$ cat src/rtl/dm_arb_pkg.sv
// Shared definitions for the data-memory arbiter: FSM encoding, requester ids
// and the default memory address width.
package dm_arb_pkg;

    localparam int MEM_AW_DEF = 12;

    typedef enum logic [1:0] {
        IDLE   = 2'd0,
        ACCESS = 2'd1,
        RESP   = 2'd2
    } state_e;

    localparam logic REQ_CPU = 1'b0;
    localparam logic REQ_DMA = 1'b1;

endpackage

$ cat src/rtl/dm_arbiter_if.sv
// Requester-side and memory-side bundle of the data-memory arbiter.
// slave = arbiter view, master = requesters + memory view.
interface dm_arbiter_if
    import dm_arb_pkg::*;
#(
    parameter int MEM_AW = MEM_AW_DEF
);
    logic [1:0]        req_i;
    logic [1:0]        we_i;
    logic [1:0][31:0]  addr_i;
    logic [1:0][31:0]  wdata_i;
    logic [1:0][3:0]   byteen_i;
    logic [1:0]        gnt_o;
    logic [1:0]        done_o;
    logic [1:0]        err_o;
    logic [31:0]       rdata_o;
    logic              busy_o;
    logic [MEM_AW-1:0] mem_addr_o;
    logic              mem_en_o;
    logic [3:0]        mem_we_o;
    logic [31:0]       mem_wdata_o;
    logic [31:0]       mem_rdata_i;

    modport slave (
        input  req_i, we_i, addr_i, wdata_i, byteen_i, mem_rdata_i,
        output gnt_o, done_o, err_o, rdata_o, busy_o,
               mem_addr_o, mem_en_o, mem_we_o, mem_wdata_o
    );

    modport master (
        output req_i, we_i, addr_i, wdata_i, byteen_i, mem_rdata_i,
        input  gnt_o, done_o, err_o, rdata_o, busy_o,
               mem_addr_o, mem_en_o, mem_we_o, mem_wdata_o
    );
endinterface

$ cat src/rtl/rr_arb2.sv
// Two-way round-robin picker: a lone requester wins; on a tie the requester
// that did not win last time gets the one-hot grant.
module rr_arb2 (
    input  logic [1:0] req,
    input  logic       last,
    output logic [1:0] gnt
);
    always_comb begin
        gnt = 2'b00;
        case (req)
            2'b01:   gnt = 2'b01;
            2'b10:   gnt = 2'b10;
            2'b11:   gnt = last ? 2'b01 : 2'b10;
            default: gnt = 2'b00;
        endcase
    end
endmodule

$ cat src/rtl/dm_arbiter.sv
// CPU/DMA arbiter and sequencer for the single-port data memory. One access
// at a time: grant in IDLE, drive memory in ACCESS, return read data in RESP.
module dm_arbiter
    import dm_arb_pkg::*;
#(
    parameter int MEM_AW    = MEM_AW_DEF,
    parameter bit CPU_FIRST = 1'b1
) (
    input logic         clk,
    input logic         reset,
    dm_arbiter_if.slave bus
);
    localparam logic LAST_RST = CPU_FIRST ? REQ_DMA : REQ_CPU;

    state_e            state_q, state_d;
    logic              owner_q, owner_d;
    logic              last_q, last_d;
    logic              we_q, we_d;
    logic              oor_q, oor_d;
    logic [MEM_AW-1:0] waddr_q, waddr_d;
    logic [31:0]       wdata_q, wdata_d;
    logic [3:0]        be_q, be_d;

    logic [1:0]        pick;
    logic              win;
    logic [1:0]        gnt, done, err;
    logic [31:0]       rdata, mem_wdata;
    logic [MEM_AW-1:0] mem_addr;
    logic              mem_en;
    logic [3:0]        mem_we;

    rr_arb2 u_rr (
        .req  (bus.req_i),
        .last (last_q),
        .gnt  (pick)
    );

    assign win = pick[1];

    always_comb begin
        state_d   = state_q;
        owner_d   = owner_q;
        last_d    = last_q;
        we_d      = we_q;
        oor_d     = oor_q;
        waddr_d   = waddr_q;
        wdata_d   = wdata_q;
        be_d      = be_q;
        gnt       = 2'b00;
        done      = 2'b00;
        err       = 2'b00;
        rdata     = 32'd0;
        mem_en    = 1'b0;
        mem_we    = 4'd0;
        mem_addr  = '0;
        mem_wdata = 32'd0;
        case (state_q)
            IDLE: begin
                if (pick != 2'b00) begin
                    gnt     = pick;
                    owner_d = win;
                    last_d  = win;
                    we_d    = bus.we_i[win];
                    waddr_d = bus.addr_i[win][MEM_AW+1:2];
                    wdata_d = bus.wdata_i[win];
                    be_d    = bus.byteen_i[win];
                    oor_d   = |bus.addr_i[win][31:MEM_AW+2];
                    state_d = ACCESS;
                end
            end
            ACCESS: begin
                // Out-of-range accesses never touch the memory.
                if (oor_q) begin
                    done[owner_q] = 1'b1;
                    err[owner_q]  = 1'b1;
                    state_d       = IDLE;
                end else begin
                    mem_en   = 1'b1;
                    mem_addr = waddr_q;
                    if (we_q) begin
                        mem_we        = be_q;
                        mem_wdata     = wdata_q;
                        done[owner_q] = 1'b1;
                        state_d       = IDLE;
                    end else begin
                        state_d = RESP;
                    end
                end
            end
            RESP: begin
                done[owner_q] = 1'b1;
                rdata         = bus.mem_rdata_i;
                state_d       = IDLE;
            end
            default: state_d = IDLE;
        endcase
    end

    always_ff @(posedge clk or posedge reset) begin
        if (reset) begin
            state_q <= IDLE;
            owner_q <= REQ_CPU;
            last_q  <= LAST_RST;
            we_q    <= 1'b0;
            oor_q   <= 1'b0;
            waddr_q <= '0;
            wdata_q <= 32'd0;
            be_q    <= 4'd0;
        end else begin
            state_q <= state_d;
            owner_q <= owner_d;
            last_q  <= last_d;
            we_q    <= we_d;
            oor_q   <= oor_d;
            waddr_q <= waddr_d;
            wdata_q <= wdata_d;
            be_q    <= be_d;
        end
    end

    assign bus.gnt_o       = gnt;
    assign bus.done_o      = done;
    assign bus.err_o       = err;
    assign bus.rdata_o     = rdata;
    assign bus.busy_o      = (state_q != IDLE);
    assign bus.mem_en_o    = mem_en;
    assign bus.mem_we_o    = mem_we;
    assign bus.mem_addr_o  = mem_addr;
    assign bus.mem_wdata_o = mem_wdata;

endmodule

$ cat src/flat_wrapper.sv
// flat-port wrapper written by rule: the top's interface ports become plain ports
module dm_arbiter_flat import dm_arb_pkg::*;
#(
    parameter int MEM_AW    = MEM_AW_DEF,
    parameter bit CPU_FIRST = 1'b1
)
  (clk, reset, bus_req_i, bus_we_i, bus_addr_i, bus_wdata_i, bus_byteen_i, bus_mem_rdata_i, bus_gnt_o, bus_done_o, bus_err_o, bus_rdata_o, bus_busy_o, bus_mem_addr_o, bus_mem_en_o, bus_mem_we_o, bus_mem_wdata_o);
  dm_arbiter_if #(.MEM_AW(MEM_AW)) bus_i ();
  input logic clk;
  input logic reset;
  input wire logic [$bits(bus_i.req_i)-1:0] bus_req_i;
  input wire logic [$bits(bus_i.we_i)-1:0] bus_we_i;
  input wire logic [$bits(bus_i.addr_i)-1:0] bus_addr_i;
  input wire logic [$bits(bus_i.wdata_i)-1:0] bus_wdata_i;
  input wire logic [$bits(bus_i.byteen_i)-1:0] bus_byteen_i;
  input wire logic [$bits(bus_i.mem_rdata_i)-1:0] bus_mem_rdata_i;
  output wire logic [$bits(bus_i.gnt_o)-1:0] bus_gnt_o;
  output wire logic [$bits(bus_i.done_o)-1:0] bus_done_o;
  output wire logic [$bits(bus_i.err_o)-1:0] bus_err_o;
  output wire logic [$bits(bus_i.rdata_o)-1:0] bus_rdata_o;
  output wire logic [$bits(bus_i.busy_o)-1:0] bus_busy_o;
  output wire logic [$bits(bus_i.mem_addr_o)-1:0] bus_mem_addr_o;
  output wire logic [$bits(bus_i.mem_en_o)-1:0] bus_mem_en_o;
  output wire logic [$bits(bus_i.mem_we_o)-1:0] bus_mem_we_o;
  output wire logic [$bits(bus_i.mem_wdata_o)-1:0] bus_mem_wdata_o;
  assign bus_i.req_i = bus_req_i;
  assign bus_i.we_i = bus_we_i;
  assign bus_i.addr_i = bus_addr_i;
  assign bus_i.wdata_i = bus_wdata_i;
  assign bus_i.byteen_i = bus_byteen_i;
  assign bus_i.mem_rdata_i = bus_mem_rdata_i;
  assign bus_gnt_o = bus_i.gnt_o;
  assign bus_done_o = bus_i.done_o;
  assign bus_err_o = bus_i.err_o;
  assign bus_rdata_o = bus_i.rdata_o;
  assign bus_busy_o = bus_i.busy_o;
  assign bus_mem_addr_o = bus_i.mem_addr_o;
  assign bus_mem_en_o = bus_i.mem_en_o;
  assign bus_mem_we_o = bus_i.mem_we_o;
  assign bus_mem_wdata_o = bus_i.mem_wdata_o;
  dm_arbiter #(.MEM_AW(MEM_AW), .CPU_FIRST(CPU_FIRST)) u_core (.clk(clk), .reset(reset), .bus(bus_i));
endmodule
$ cat config.mk
export PLATFORM = sky130hd
export DESIGN_NAME = dm_arbiter_flat
export DESIGN_NICKNAME = d
export VERILOG_FILES = /design/src/rtl/dm_arb_pkg.sv /design/src/rtl/dm_arbiter_if.sv /design/src/rtl/rr_arb2.sv /design/src/rtl/dm_arbiter.sv /design/src/flat_wrapper.sv
export SDC_FILE = /design/constraint.sdc
export NUM_CORES = 1
export LEC_CHECK = 0
export ABC_AREA = 1
export BUFFER_PORTS_ARGS = -buffer_cell sky130_fd_sc_hd__buf_2
export CORE_AREA = 2 2 103 105
export DETAILED_ROUTE_END_ITERATION = 10
export DIE_AREA = 0 0 105 107
export PLACE_DENSITY = 0.7
export SYNTH_ARGS = -nofsm -noshare
export SYNTH_HDL_FRONTEND = slang
export SYNTH_HIERARCHICAL = 1
export SYNTH_SLANG_ARGS = --single-unit
$ cat constraint.sdc
create_clock -name clk -period 3 [get_ports clk]
set_clock_uncertainty 0.2 [all_clocks]
set_input_delay 0.3 -clock clk [delete_from_list [all_inputs] [get_ports clk]]
set_output_delay 0.3 -clock clk [all_outputs]
set_load 0.03 [all_outputs]
==> impl_summary.md, run 1 <==
Drt
The number of violations reported at the end of detailed-routing iteration 0 is roughly 220. Across all layers, the routed design uses between 3000 and 4000 vias. The first detailed-routing pass took 4 iterations. In this run the remaining antenna-violating nets after routing total 0. The remaining design rule violation count is 0.

After detailed routing, the total wire length is a little over 10000 µm. The average wire length per cell after detail routing is 11.51 µm. The vias per cell is 4.364.

STA
At the pin with the least slew margin, the transition time is around 0.72 ns. The worst slew slack as a fraction of its limit is approximately 52%. Setup repair after global routing left no endpoint under its margin. The final hold violation count is 0. The final number of setup-violating endpoints is 0. The final critical path time including I/O delays and setup is between 2 and 3 ns. The number of pins with negative max-slew slack in the final report came to 0. The portion of the clock cycle consumed by the worst path in the final layout is approximately 87%.

The setup TNS is 0 ns. Based on the critical path, the design can be clocked at up to 0.3838 GHz.

Cells and area
In the final layout, the share of cells above drive strength 1 is a little under two fifths. The area added between synthesis and finish is 43.64%. The final-layout fill cell count is about 1100.

The count of nets after finishing is between 900 and 1000. The finished layout holds around 900 standard cells, fillers aside. The diode insertion count for antenna repair is 0.

Worst setup path
Of all nets on the critical path, the largest fanout is 36. The endpoint of the worst-slack reg-to-reg timing path is u_core/be_q[3]. The last element of the critical path is bus_mem_wdata_o[12]. Walking the worst path, the cells encountered are inv_1 > ha_1 > inv_1 > nor2_1 > nand2_2 > nor2_1 > buf_2. STA puts the critical path data required time at roughly 2.5 ns. The largest incremental delay on the critical path is between 0.4 and 0.5 ns. In this run the critical register-to-register path is launched from u_core/state_q[0]. The critical path class is flip-flop to output port. The register-to-register setup slack is 0.85 ns. STA classifies the critical path endpoint as an output port.

The data arrival at the endpoint of the critical path is between 2 and 2.5 ns. STA classifies the critical path startpoint as a flip-flop. The worst register-to-register path has a depth of 9. The critical path launch point is u_core/state_q[1]. The slowest stage of the critical path is the nand2_2 cell.

Floorplanning
After floorplanning, the core was divided into 37 placement rows. The number of placed I/O pins is 262. The floorplan step defined a core boundary enclosing approximately 0.010 mm². The die height is roughly 110 µm.

The initial utilization of the core area, before any placement, comes to around a third. In this run the horizontal extent of the chip is ~110 µm. The floorplan step defined a die boundary enclosing roughly 0.011 mm².

Pwr
The leakage power is ~3.2 nW. The worst ir drop on vdd is roughly 0.00031 V. For this design the ratio of total power to cell area is roughly 620 mW/mm².

Clock tree
Buffers inserted during clock tree synthesis total 5. The clock-pin slew on the worst setup and hold paths is around 0.10 ns. The number of hold-repair buffers added at the cts stage is 1. TritonCTS built the clock tree.

The count of cells resized by post-cts repair is 0. No sink is reached through more buffers than the 2 on the longest clock path. The H-tree was split into 2 levels.

Once the clock tree was built, the setup fixing pass inserted 0 buffers. The count of clock tree sinks is 54. In this run the clock root is driven by a clkbuf_8. At the later pin of the worst-skew pair, clock insertion delay measures 0.30 ns.

GRT
The sum of overflow across all layers after global routing is 0. The global-route wire length before repair is around 16000 µm. The maximum number of pins on one net before global-route repair is between 50 and 60.

The overall track demand over capacity in global routing is between 15 and 20%. The initial antenna violation count was 0. The number of global-route vias before repair is ~3600.

Yosys
Counting flops and latches in the post-synthesis netlist gives 54. The Yosys step of the flow raised 6 warnings. The synthesized netlist contains 22 unique library cells. The area of the mapped netlist is between 0.003 and 0.004 mm². The mean cell area of the mapped netlist is 6.536 µm².

The sequential element share of the synthesized area is around two fifths. The net count of the mapped netlist is around 700. After technology mapping, the gate count stands at 522.

Place
After legalization and detailed placement, the total HPWL measured ~8000 µm. The count of input and output buffers is about 260. Routability-driven placement finished with a final weighted congestion of 0.8351.

In this run, placement finished with an instance count of ~890.

Hold path
The worst hold-check path type is input port to flip-flop.

Flow run
The number of maximum-capacitance constraint violations is 0.

Status
The flow ran to the end, and the final reports show no timing, DRC or antenna violations.
-- cells by family (layout without fill, tap and decap cells) --
logic type                 Yosys count  after routing  synth area share [%]
AOI/OAI and AO/OA                   56             56                 11.84
adders and majority gates            3              3                 1.100
buffers and inverters              126            370                 15.55
DFF                                 54             54                 39.64
and+or+nand+nor                    283            283                 31.87
-- metrics by stage --
step                      area [µm²]  total power (W)  utilization, %  setup WS [ns]  hold slack, ns
after floorplan                 3412         0.002267               -         0.5194          0.2498
after global placement          4782         0.002597           47.38         0.7314          0.2699
after detailed placement        4782         0.002606           47.38         0.7057          0.2782
after CTS                       4901         0.003102           48.56         0.3557         0.03359
after global routing            4901         0.003337           48.56        0.05721         0.03486
final                           4901         0.003054           48.56         0.3948         0.04411
-- registers in the layout (all words and copies together), names as in the netlist --
register        count
u_core/last_q       1
u_core/waddr_q     12
u_core/owner_q      1
u_core/wdata_q     32
u_core/we_q         1
u_core/oor_q        1
u_core/state_q      2
u_core/be_q         4
-- worst max-delay path, delay by kind of cell (launching register included) --
family	cells	cell delay, ns
buffers and inverters	3	0.38
flip-flops	1	0.39
AND/OR/NAND/NOR	3	0.83
adder cells (fa/ha/maj)	1	0.18
-- worst min path at each step --
stage / cells past startpoint / slack (ns) / start / end
global route: 3 / 0.03 / bus_wdata_i[32] / u_core/wdata_q[0]
CTS: 3 / 0.03 / bus_wdata_i[32] / u_core/wdata_q[0]
global placement: 2 / 0.27 / reset / u_core/wdata_q[16]
detailed placement: 2 / 0.28 / reset / u_core/wdata_q[16]
finish: 3 / 0.04 / bus_wdata_i[18] / u_core/wdata_q[18]
floorplan: 2 / 0.25 / u_core/last_q / u_core/last_q
-- synthesized netlist by cell type --
cell	n	share of area, %
buf_4	2	0.44
buf_6	4	1.3
buf_2	13	1.9
nand2_1	146	16
nand3b_1	2	0.44
nand3_1	5	0.73
a31oi_1	39	7.2
clkbuf_1	10	1.1
nor2_1	127	14
a31oi_2	10	3.7
nor2_4	1	0.33
clkinv_2	1	0.15
a21oi_1	4	0.59
nand2_2	1	0.18
inv_2	2	0.22
dfrtp_1	53	39
inv_1	93	10
ha_1	3	1.1
dfstp_2	1	0.77
nor3_1	1	0.15
inv_4	1	0.18
o21ai_0	3	0.44
-- report_power, final --
group	switching, W	internal, W	leakage, nW
clock network	0.000234	0.000246	0.0579
logic	0.000801	0.000500	2.54
registers	0.000184	0.00109	0.605
-- metal layers --
layer  track usage [%]  up-vias  wire length (µm)
met3             2.675       13               611
met5                 0        -                 0
li1                  -     2046                 -
met2             34.09      157              5353
met1             20.75     1720              4241
met4             5.048        0               178
-- layout by cell type (no fill, tap or decap), drive strengths merged --
| cell | count |
|---|---|
| buf | 264 |
| nand3b | 2 |
| clkinv | 3 |
| nand3 | 5 |
| dlygate4sd3 | 1 |
| a21oi | 4 |
| inv | 96 |
| bufinv | 1 |
| dfrtp | 53 |
| ha | 3 |
| nand2 | 147 |
| nor2 | 128 |
| clkbuf | 5 |
| o21ai | 3 |
| dfstp | 1 |
| nor3 | 1 |
| a31oi | 49 |
-- area by class of cell --
class	count	area, µm²	share of cell area (%)
clock buffer	5	68.82	1.404
sequential	54	1353	27.60
multi-input combinational	342	1540	31.43
timing repair buffer	265	1361	27.78
inverter	97	367.9	7.506
tap	136	170.2	3.472
clock inverter	3	40.04	0.8170
No activity file was read; power rests on OpenSTA's default activity.
==> inputs of run 2 (changes only) <==
Settings changed: ABC_AREA 1 to not set, BUFFER_PORTS_ARGS -buffer_cell sky130_fd_sc_hd__buf_2 to -buffer_cell sky130_fd_sc_hd__buf_4, CORE_AREA 2 2 103 105 to 2 2 101 103, DIE_AREA 0 0 105 107 to 0 0 103 105, SLEW_MARGIN set to 0.
==> impl_summary.md, run 2 <==
GRT
The number of global-route vias before repair is 3374 (-7.4%). The overall track demand over capacity in global routing was 18.21% (+0.29 points). The global-route wire length before repair is 16010 µm (-2.1%). The sum of overflow across all layers after global routing is 0 (unchanged).

The initial antenna violation count was 0 (unchanged). The maximum number of pins on one net before global-route repair is 55 (+7.8%).

Yosys
The top-area cell type share of the netlist area is 41.80% (+2.9 points). The mean cell area of the mapped netlist is 8.863 µm² (+36%). The instance count of the mapped netlist is 358 (-31%). The number of register bits inferred by synthesis came to 54 (unchanged).

The sequential element share of the synthesized area is 42.63% (+3.0 points). Ranked by instance count, the synthesized netlist is headed by dfrtp_1, nand2_1, o21ai_1. For this run, the leading register cell type out of synthesis is dfrtp_1. The net count of the mapped netlist was 535 (-23%).

The number of enable flip-flop cells after synthesis came to 0 (unchanged). Of all cell types, the one taking the most synthesized area is dfrtp_1. The fraction of registers with async set or reset after synthesis is 100.0% (unchanged). Ranked by total cell area, the synthesized netlist is headed by dfrtp_1, mux2i_1, and2_1. The number of distinct library cells after synthesis is 26 (+18%). The count of yosys warnings during synthesis is 6 (unchanged). The area of the mapped netlist is 0.003173 mm² (-7.0%).

Cells and area
The diode insertion count for antenna repair came to 0 (unchanged). The area of the multi-input gates is 0.001703 mm² (+11%). More flip-flops sit in one register than any other, and that register is u_core/wdata_q. In the layout the commonest cells are buf_4, nand2_1, dfrtp_1. Leaving out fill and tap cells, the most frequent cell in the layout is buf_4. The footprint of the flip-flops and latches is 0.001353 mm² (unchanged). In the final layout, the registers with the most flip-flops are u_core/wdata_q: 32 flops, u_core/waddr_q: 12 flops, u_core/be_q: 4 flops. The count of nets after finishing came to 779 (-17%). The area added between synthesis and finish is 68.10%. The number of flip-flops in the largest register is 32 (unchanged). The share of cells above drive strength 1 came to 46.01% (+8.0 points). The final standard cell area without fillers is 0.005334 mm² (+8.8%). The final-layout fill cell count came to 945 (-16%).

Status
The run finished with clean final reports.

STA
The worst slew slack as a fraction of its limit is 24.07% (-28 points). The portion of the clock cycle consumed by the worst path in the final layout is 79.99% (-6.9 points). The final hold violation count is 0 (unchanged). The tightest hold margin came to 0.06284 ns (+0.01872 ns). The final number of setup-violating endpoints is 0 (unchanged). The final critical path time including I/O delays and setup is 2.400 ns (-0.2055 ns). Setup repair after global routing left no endpoint under its margin. The setup TNS is 0 ns (unchanged). The upper clock frequency limit is 0.4167 GHz (+8.6%). The actual slew at the worst max-slew pin is 1.137 ns (+0.4148 ns). The number of pins with negative max-slew slack in the final report is 0 (unchanged).

Worst setup path
The required time of the critical path is 2.50 ns (about the same). The largest incremental delay on the critical path is 0.46 ns (+0.03 ns). The slowest stage of the critical path is the buf_4 cell. STA classifies the critical path endpoint as an output port.

The critical path goes through a21boi_4 > buf_4 > and2_1 > buf_4. The most used cell along the critical path is buf_4. The worst setup path is launched from a flip-flop. The data arrival at the endpoint of the critical path is 1.90 ns (-0.21 ns). The biggest fanout along the worst timing path is 26 (-28%). The critical path class is flip-flop to output port. In this run the critical register-to-register path is launched from u_core/last_q.

The most critical setup path has its startpoint at u_core/last_q.

Pwr
The switching share of total power was 37.46% (-2.5 points). The clock share of power is 13.8% (-1.9 points). The fraction of power consumed by combinational cells is 42.5% (about the same). The worst ir drop on vdd is 0.0002398 V (-22%). The total internal power is 0.001774 W (-3.3%). The sequential fraction of design power is 43.7% (+2.0 points). The switching component of the power came to 0.001062 W (-13%). The leakage power was 2.931 nW (-8.6%). The power per standard cell area came to 531.8 mW/mm² (-15%).

Clock tree
The count of clock tree sinks is 54 (unchanged). The maximum clock path buffer count is 2 (unchanged). The maximum level of the CTS H-tree was 2 (unchanged). The clock-pin slew on the worst setup and hold paths was 0.09 ns (about the same). The TritonCTS clock tree is done. The number of hold-repair buffers added at the cts stage was 0 (-1).

The post-CTS setup repair buffer count is 0 (unchanged). The clock latency at the later pin of the worst-skew pair came to 0.30 ns (about the same). The count of cells resized by post-cts repair is 0 (unchanged).

The number of buffers added by the clock tree synthesis step is 5 (unchanged). The tree is rooted in a clkbuf_8.

Floorplanning
The die area is 0.01082 mm² (-3.7%). The core box area came to 0.009639 mm² (-4.5%). The die height is 105 µm (-1.9%). The die width came to 103 µm (-1.9%). The number of placed I/O pins is 262 (unchanged). The starting density of the core is 32.92% (-0.89 points).

The site row count was 36 (-2.7%).

Place
The final weighted congestion in routability-driven placement is 0.8804 (+5.4%). The HPWL after detailed placement is 8007 µm (about the same). The area of placed instances is 0.005254 mm² (+9.9%).

The count of input and output buffers is 257 (unchanged).

Drt
The average wire length per cell after detail routing is 13.82 µm (+20%). The total wire length after detailed routing is 10160 µm (-2.1%). The vias per cell is 4.601 (+5.4%).

The number of search-and-repair iterations in the first detailed-routing pass is 4 (unchanged). The final antenna-violating net count is 0 (unchanged). The number of violations reported at the end of detailed-routing iteration 0 is 65 (-70%). The vias after detailed routing came to 3382 (-14%). The remaining design rule violation count came to 0 (unchanged).

Hold path
The critical hold path startpoint is bus_wdata_i[17]. The worst hold-check path type is input port to flip-flop.

Flow run
The number of maximum-capacitance constraint violations is 0 (unchanged).
run 2: worst max-delay path, delay by kind of cell, from the launching register on:
family | cells | cell delay (ns)
buf+inv | 2 | 0.64
simple gates | 1 | 0.24
compound gates | 1 | 0.32
flops | 1 | 0.40
run 2: power groups by stage:
stage / sequential, W / combinational, W / clock (W)
finish: 0.00124 / 0.00121 / 0.000392
detailed placement: 0.00126 / 0.00123 / 0
CTS: 0.00124 / 0.00123 / 0.000410
floorplan: 0.00120 / 0.000814 / 0
global route: 0.00129 / 0.00136 / 0.000441
global placement: 0.00124 / 0.00119 / 0
run 2: worst paths after layout:
| check | slack, ns | cells after the start | endpoint |
|---|---|---|---|
| worst max-delay path | 0.60 | 4 | bus_gnt_o[1] |
| worst min-delay path | 0.06 | 3 | u_core/wdata_q[17] |
| worst max register to register | 0.85 | 6 | u_core/oor_q |
| worst min register to register | 0.28 | 2 | u_core/wdata_q[28] |
| max in group asynchronous | 1.80 | 2 | u_core/wdata_q[22] |
| min in group asynchronous | 0.09 | 2 | u_core/waddr_q[2] |
run 2: final cells by class:
class                      instances  area share [%]
sequential                        54           25.36
inverter                           8          0.5630
multi-input combinational        268           31.93
timing repair buffer             265           37.53
tap                              133           3.120
clock inverter                     1          0.1407
clock buffer                       6           1.361
run 2: metal layers:
layer,share of wire [%],up-vias,GRT usage [%]
met5,0,-,0
met4,1.2,0,3.853
met3,7.7,13,4.080
met2,50,131,31.91
met1,41,1537,22.59
li1,-,1701,-
run 2: cell families (layout without fill, tap and decap cells):
| family | after synthesis | count (layout) | share of synthesized area, % |
|---|---|---|---|
| AO/OA/AOI/OAI | 60 | 60 | 10.09 |
| adder cells (fa/ha/maj) | 3 | 3 | 1.183 |
| multiplexers | 49 | 49 | 15.46 |
| AND/OR/NAND/NOR | 156 | 156 | 26.10 |
| buffers and inverters | 36 | 280 | 4.535 |
| flip-flops | 54 | 54 | 42.63 |
run 2: stage by stage:
stage,worst slack [ns],instances,total power (W),utilization (%)
CTS,0.5671,735,0.002881,55.33
detailed placement,0.8336,728,0.002485,54.50
finish,0.6003,735,0.002836,55.33
global route,0.5027,735,0.003094,55.33
floorplan,0.8397,358,0.002016,-
global placement,0.8669,728,0.002427,54.50
==> inputs of run 3 (changes only) <==
Settings changed: CORE_AREA 2 2 101 103 to 2 2 102 104, DIE_AREA 0 0 103 105 to 0 0 104 106, PLACE_DENSITY 0.7 to 0.68.
Clock period 3 ns to 2.45 ns, I/O delays scaled along.
==> impl_summary.md, run 3 (synthesized netlist as in run 2, its figures left out) <==
Status
The flow ran to the end, and the final reports show no timing, DRC or antenna violations.

STA
The worst slew slack as a fraction of its limit came to 59.15% (+35 points). The actual slew at the worst max-slew pin is 0.6119 ns (-0.5255 ns). The final number of setup-violating endpoints is 0 (unchanged).

The final critical path time including I/O delays and setup is about 2.3 ns. Setup repair after global routing left no endpoint under its margin. The tightest hold margin is 0.01060 ns (-0.05223 ns). The final hold violation count is 0 (unchanged).

The portion of the clock cycle consumed by the worst path in the final layout is a little over nine tenths. For this run, the top clock speed supported by timing is about 0.43 GHz. The setup TNS is 0 ns (unchanged). The number of pins with negative max-slew slack in the final report came to 0 (unchanged).

GRT
In this run the most used layer during global routing was met2. The met2 capacity usage during global routing came to 32.52% (+0.61 points). The met3 track utilization from global routing was 4.476% (+0.40 points). The global-route wire length before repair is 17040 µm (+6.4%).

The initial antenna violation count is 0 (unchanged). The sum of overflow across all layers after global routing is 0 (unchanged). The number of global-route vias before repair is 3422 (+1.4%). The overall track demand over capacity in global routing was 18.74% (+0.53 points). The met1 track demand over resource was 23.47% (+0.88 points).

The maximum number of pins on one net before global-route repair came to 48 (-13%).

Drt
The vias after detailed routing came to 3387 (+0.15%). The number of violations reported at the end of detailed-routing iteration 0 is 107 (+65%). The number of search-and-repair iterations in the first detailed-routing pass came to 5 (+1). The average wire length per cell after detail routing is 14.18 µm (+2.6%).

The final antenna-violating net count is 0 (unchanged). The vias per cell is 4.552 (-1.1%). The total wire length after detailed routing is 10550 µm (+3.8%). The remaining design rule violation count came to 0 (unchanged).

Floorplanning
The site row count is 37 (+2.8%). The starting density of the core is 31.73% (-1.2 points). The die width is 104 µm (+0.97%). The number of placed I/O pins is 262 (unchanged). The die height was 106 µm (+0.95%). The die area is 0.01102 mm² (+1.9%). The core box area came to 0.01000 mm² (+3.7%).

Cells and area
The footprint of the flip-flops and latches came to 0.001353 mm² (unchanged). The final standard cell area without fillers is 0.005405 mm² (+1.3%). The area added between synthesis and finish is 70.35%.

The library cell used most frequently in the layout, excluding fill and tap cells, is buf_4. The number of flip-flops in the largest register is 32 (unchanged). The diode insertion count for antenna repair is 0 (unchanged). The area of the multi-input gates is 0.001703 mm² (unchanged). The final-layout fill cell count is 949 (+0.42%).

The utilization after layout came to 54.05% (-1.3 points). The library cells used most frequently in the layout, excluding fill and tap cells, are buf_4, nand2_1, dfrtp_1. The count of nets after finishing was 784 (+0.64%). The share of cells above drive strength 1 is 46.05% (about the same). The register with the highest flop count is u_core/wdata_q.

The largest registers in the layout are u_core/wdata_q: 32 flops, u_core/waddr_q: 12 flops, u_core/be_q: 4 flops.

Worst setup path
The top cell family by delay on the critical path is buffers and inverters. The depth of the worst register-to-register path is 5 (-1). Walking the worst path, the cells encountered are a21boi_4 > buf_6 > and2_1 > buf_4. The critical-path cell with the highest stage delay is dfstp_2.

The register-to-register setup slack is 0.35 ns (-0.50 ns). The biggest fanout along the worst timing path came to 26 (unchanged). STA classifies the critical path startpoint as a flip-flop.

The required time of the critical path came to 2.01 ns (-0.49 ns). The startpoint of the most critical register-to-register path is u_core/last_q. The endpoint of the worst-slack reg-to-reg timing path is u_core/wdata_q[24].

The worst setup path is of the flip-flop to output port kind. The nature of the critical path endpoint is an output port. The buffer and inverter count on the worst path is 2 (unchanged).

The largest incremental delay on the critical path is 0.40 ns (-0.06 ns). The critical path launch point is u_core/last_q. The data arrival at the endpoint of the critical path is 1.86 ns (-0.04 ns).

Clock tree
The TritonCTS clock tree is done. The post-CTS setup repair buffer count is 0 (unchanged). The buffer cell driving the clock tree root is clkbuf_8. The maximum clock path buffer count is 2 (unchanged). The clock latency at the later pin of the worst-skew pair is 0.29 ns (about the same). The maximum level of the CTS H-tree is 2 (unchanged). The number of buffers added by the clock tree synthesis step is 5 (unchanged). The count of clock tree sinks was 54 (unchanged). The clock-pin slew on the worst setup and hold paths is 0.09 ns (about the same).

Hold path
The destination of the worst hold path is u_core/waddr_q[4]. The startpoint identified for the worst hold timing path is bus_addr_i[6]. The worst hold-check path type is input port to flip-flop. The depth of the worst hold-timing path is 3 (unchanged).

Pwr
The power per standard cell area is 649.8 mW/mm² (+22%). The worst ir drop on vdd is 0.0004292 V (+79%). The leakage power is 2.967 nW (+1.2%).

Place
The HPWL after detailed placement is 8419 µm (+5.1%). The count of input and output buffers is 257 (unchanged). The final weighted congestion in routability-driven placement is 0.9523 (+8.2%). The area of placed instances was 0.005285 mm² (+0.60%).

Flow run
The number of maximum-capacitance constraint violations is 0 (unchanged).
run 3: worst max-delay path by stage:
| stage | cells after the start | endpoint | slack, ns |
|---|---|---|---|
| after floorplan | 5 | bus_mem_addr_o[10] | 0.34 |
| after detailed placement | 4 | bus_gnt_o[1] | 0.34 |
| after global routing | 6 | bus_mem_wdata_o[16] | 0.05 |
| final | 4 | bus_gnt_o[1] | 0.15 |
| after global placement | 4 | u_core/wdata_q[25] | 0.38 |
| after CTS | 4 | bus_gnt_o[1] | 0.003 |
run 3: what timing repair did:
| item | CTS | global route |
|---|---|---|
| hold endpoints to repair | 27 | 0 |
| setup endpoints to repair | 0 | 1 |
| resized for setup | 0 | 1 |
| hold buffers | 3 | 0 |
run 3: through the flow:
step,cells,total power [W],worst slack (ns)
3_5_place_dp,733,0.003065,0.3396
4_1_cts,744,0.003559,0.002529
6_report,744,0.003512,0.1480
5_1_grt,744,0.003845,0.04586
3_3_place_gp,733,0.002988,0.3759
2_1_floorplan,358,0.002468,0.3447
run 3: cell type report:
class / count / area share [%]
clock inverters: 2 / 0.2546
flip-flops and latches: 54 / 25.02
well taps: 136 / 3.148
repair buffers: 270 / 38.17
multi-input cells: 268 / 31.50
clock buffers: 6 / 1.343
inverters: 8 / 0.5556
run 3: layer usage:
metal / vias to the layer above / part of all wire [%] / wire [µm]
met3: 18 / 6.2 / 651
met5: - / 0 / 0
met4: 0 / 2.0 / 212
met1: 1524 / 43 / 4490
met2: 131 / 49 / 5194
li1: 1714 / - / -
run 3: tightest hold or removal path: stages:
cell     delay (ns)
buf_4          0.08
mux2i_1        0.05
o21ai_1        0.10
run 3: power breakdown:
part	switching (W)	total (W)	internal [W]	leakage [nW]
Sequential	0.000204	0.00152	0.00132	0.659
Clock	0.000283	0.000486	0.000202	0.0452
Combinational	0.000830	0.00150	0.000674	2.26
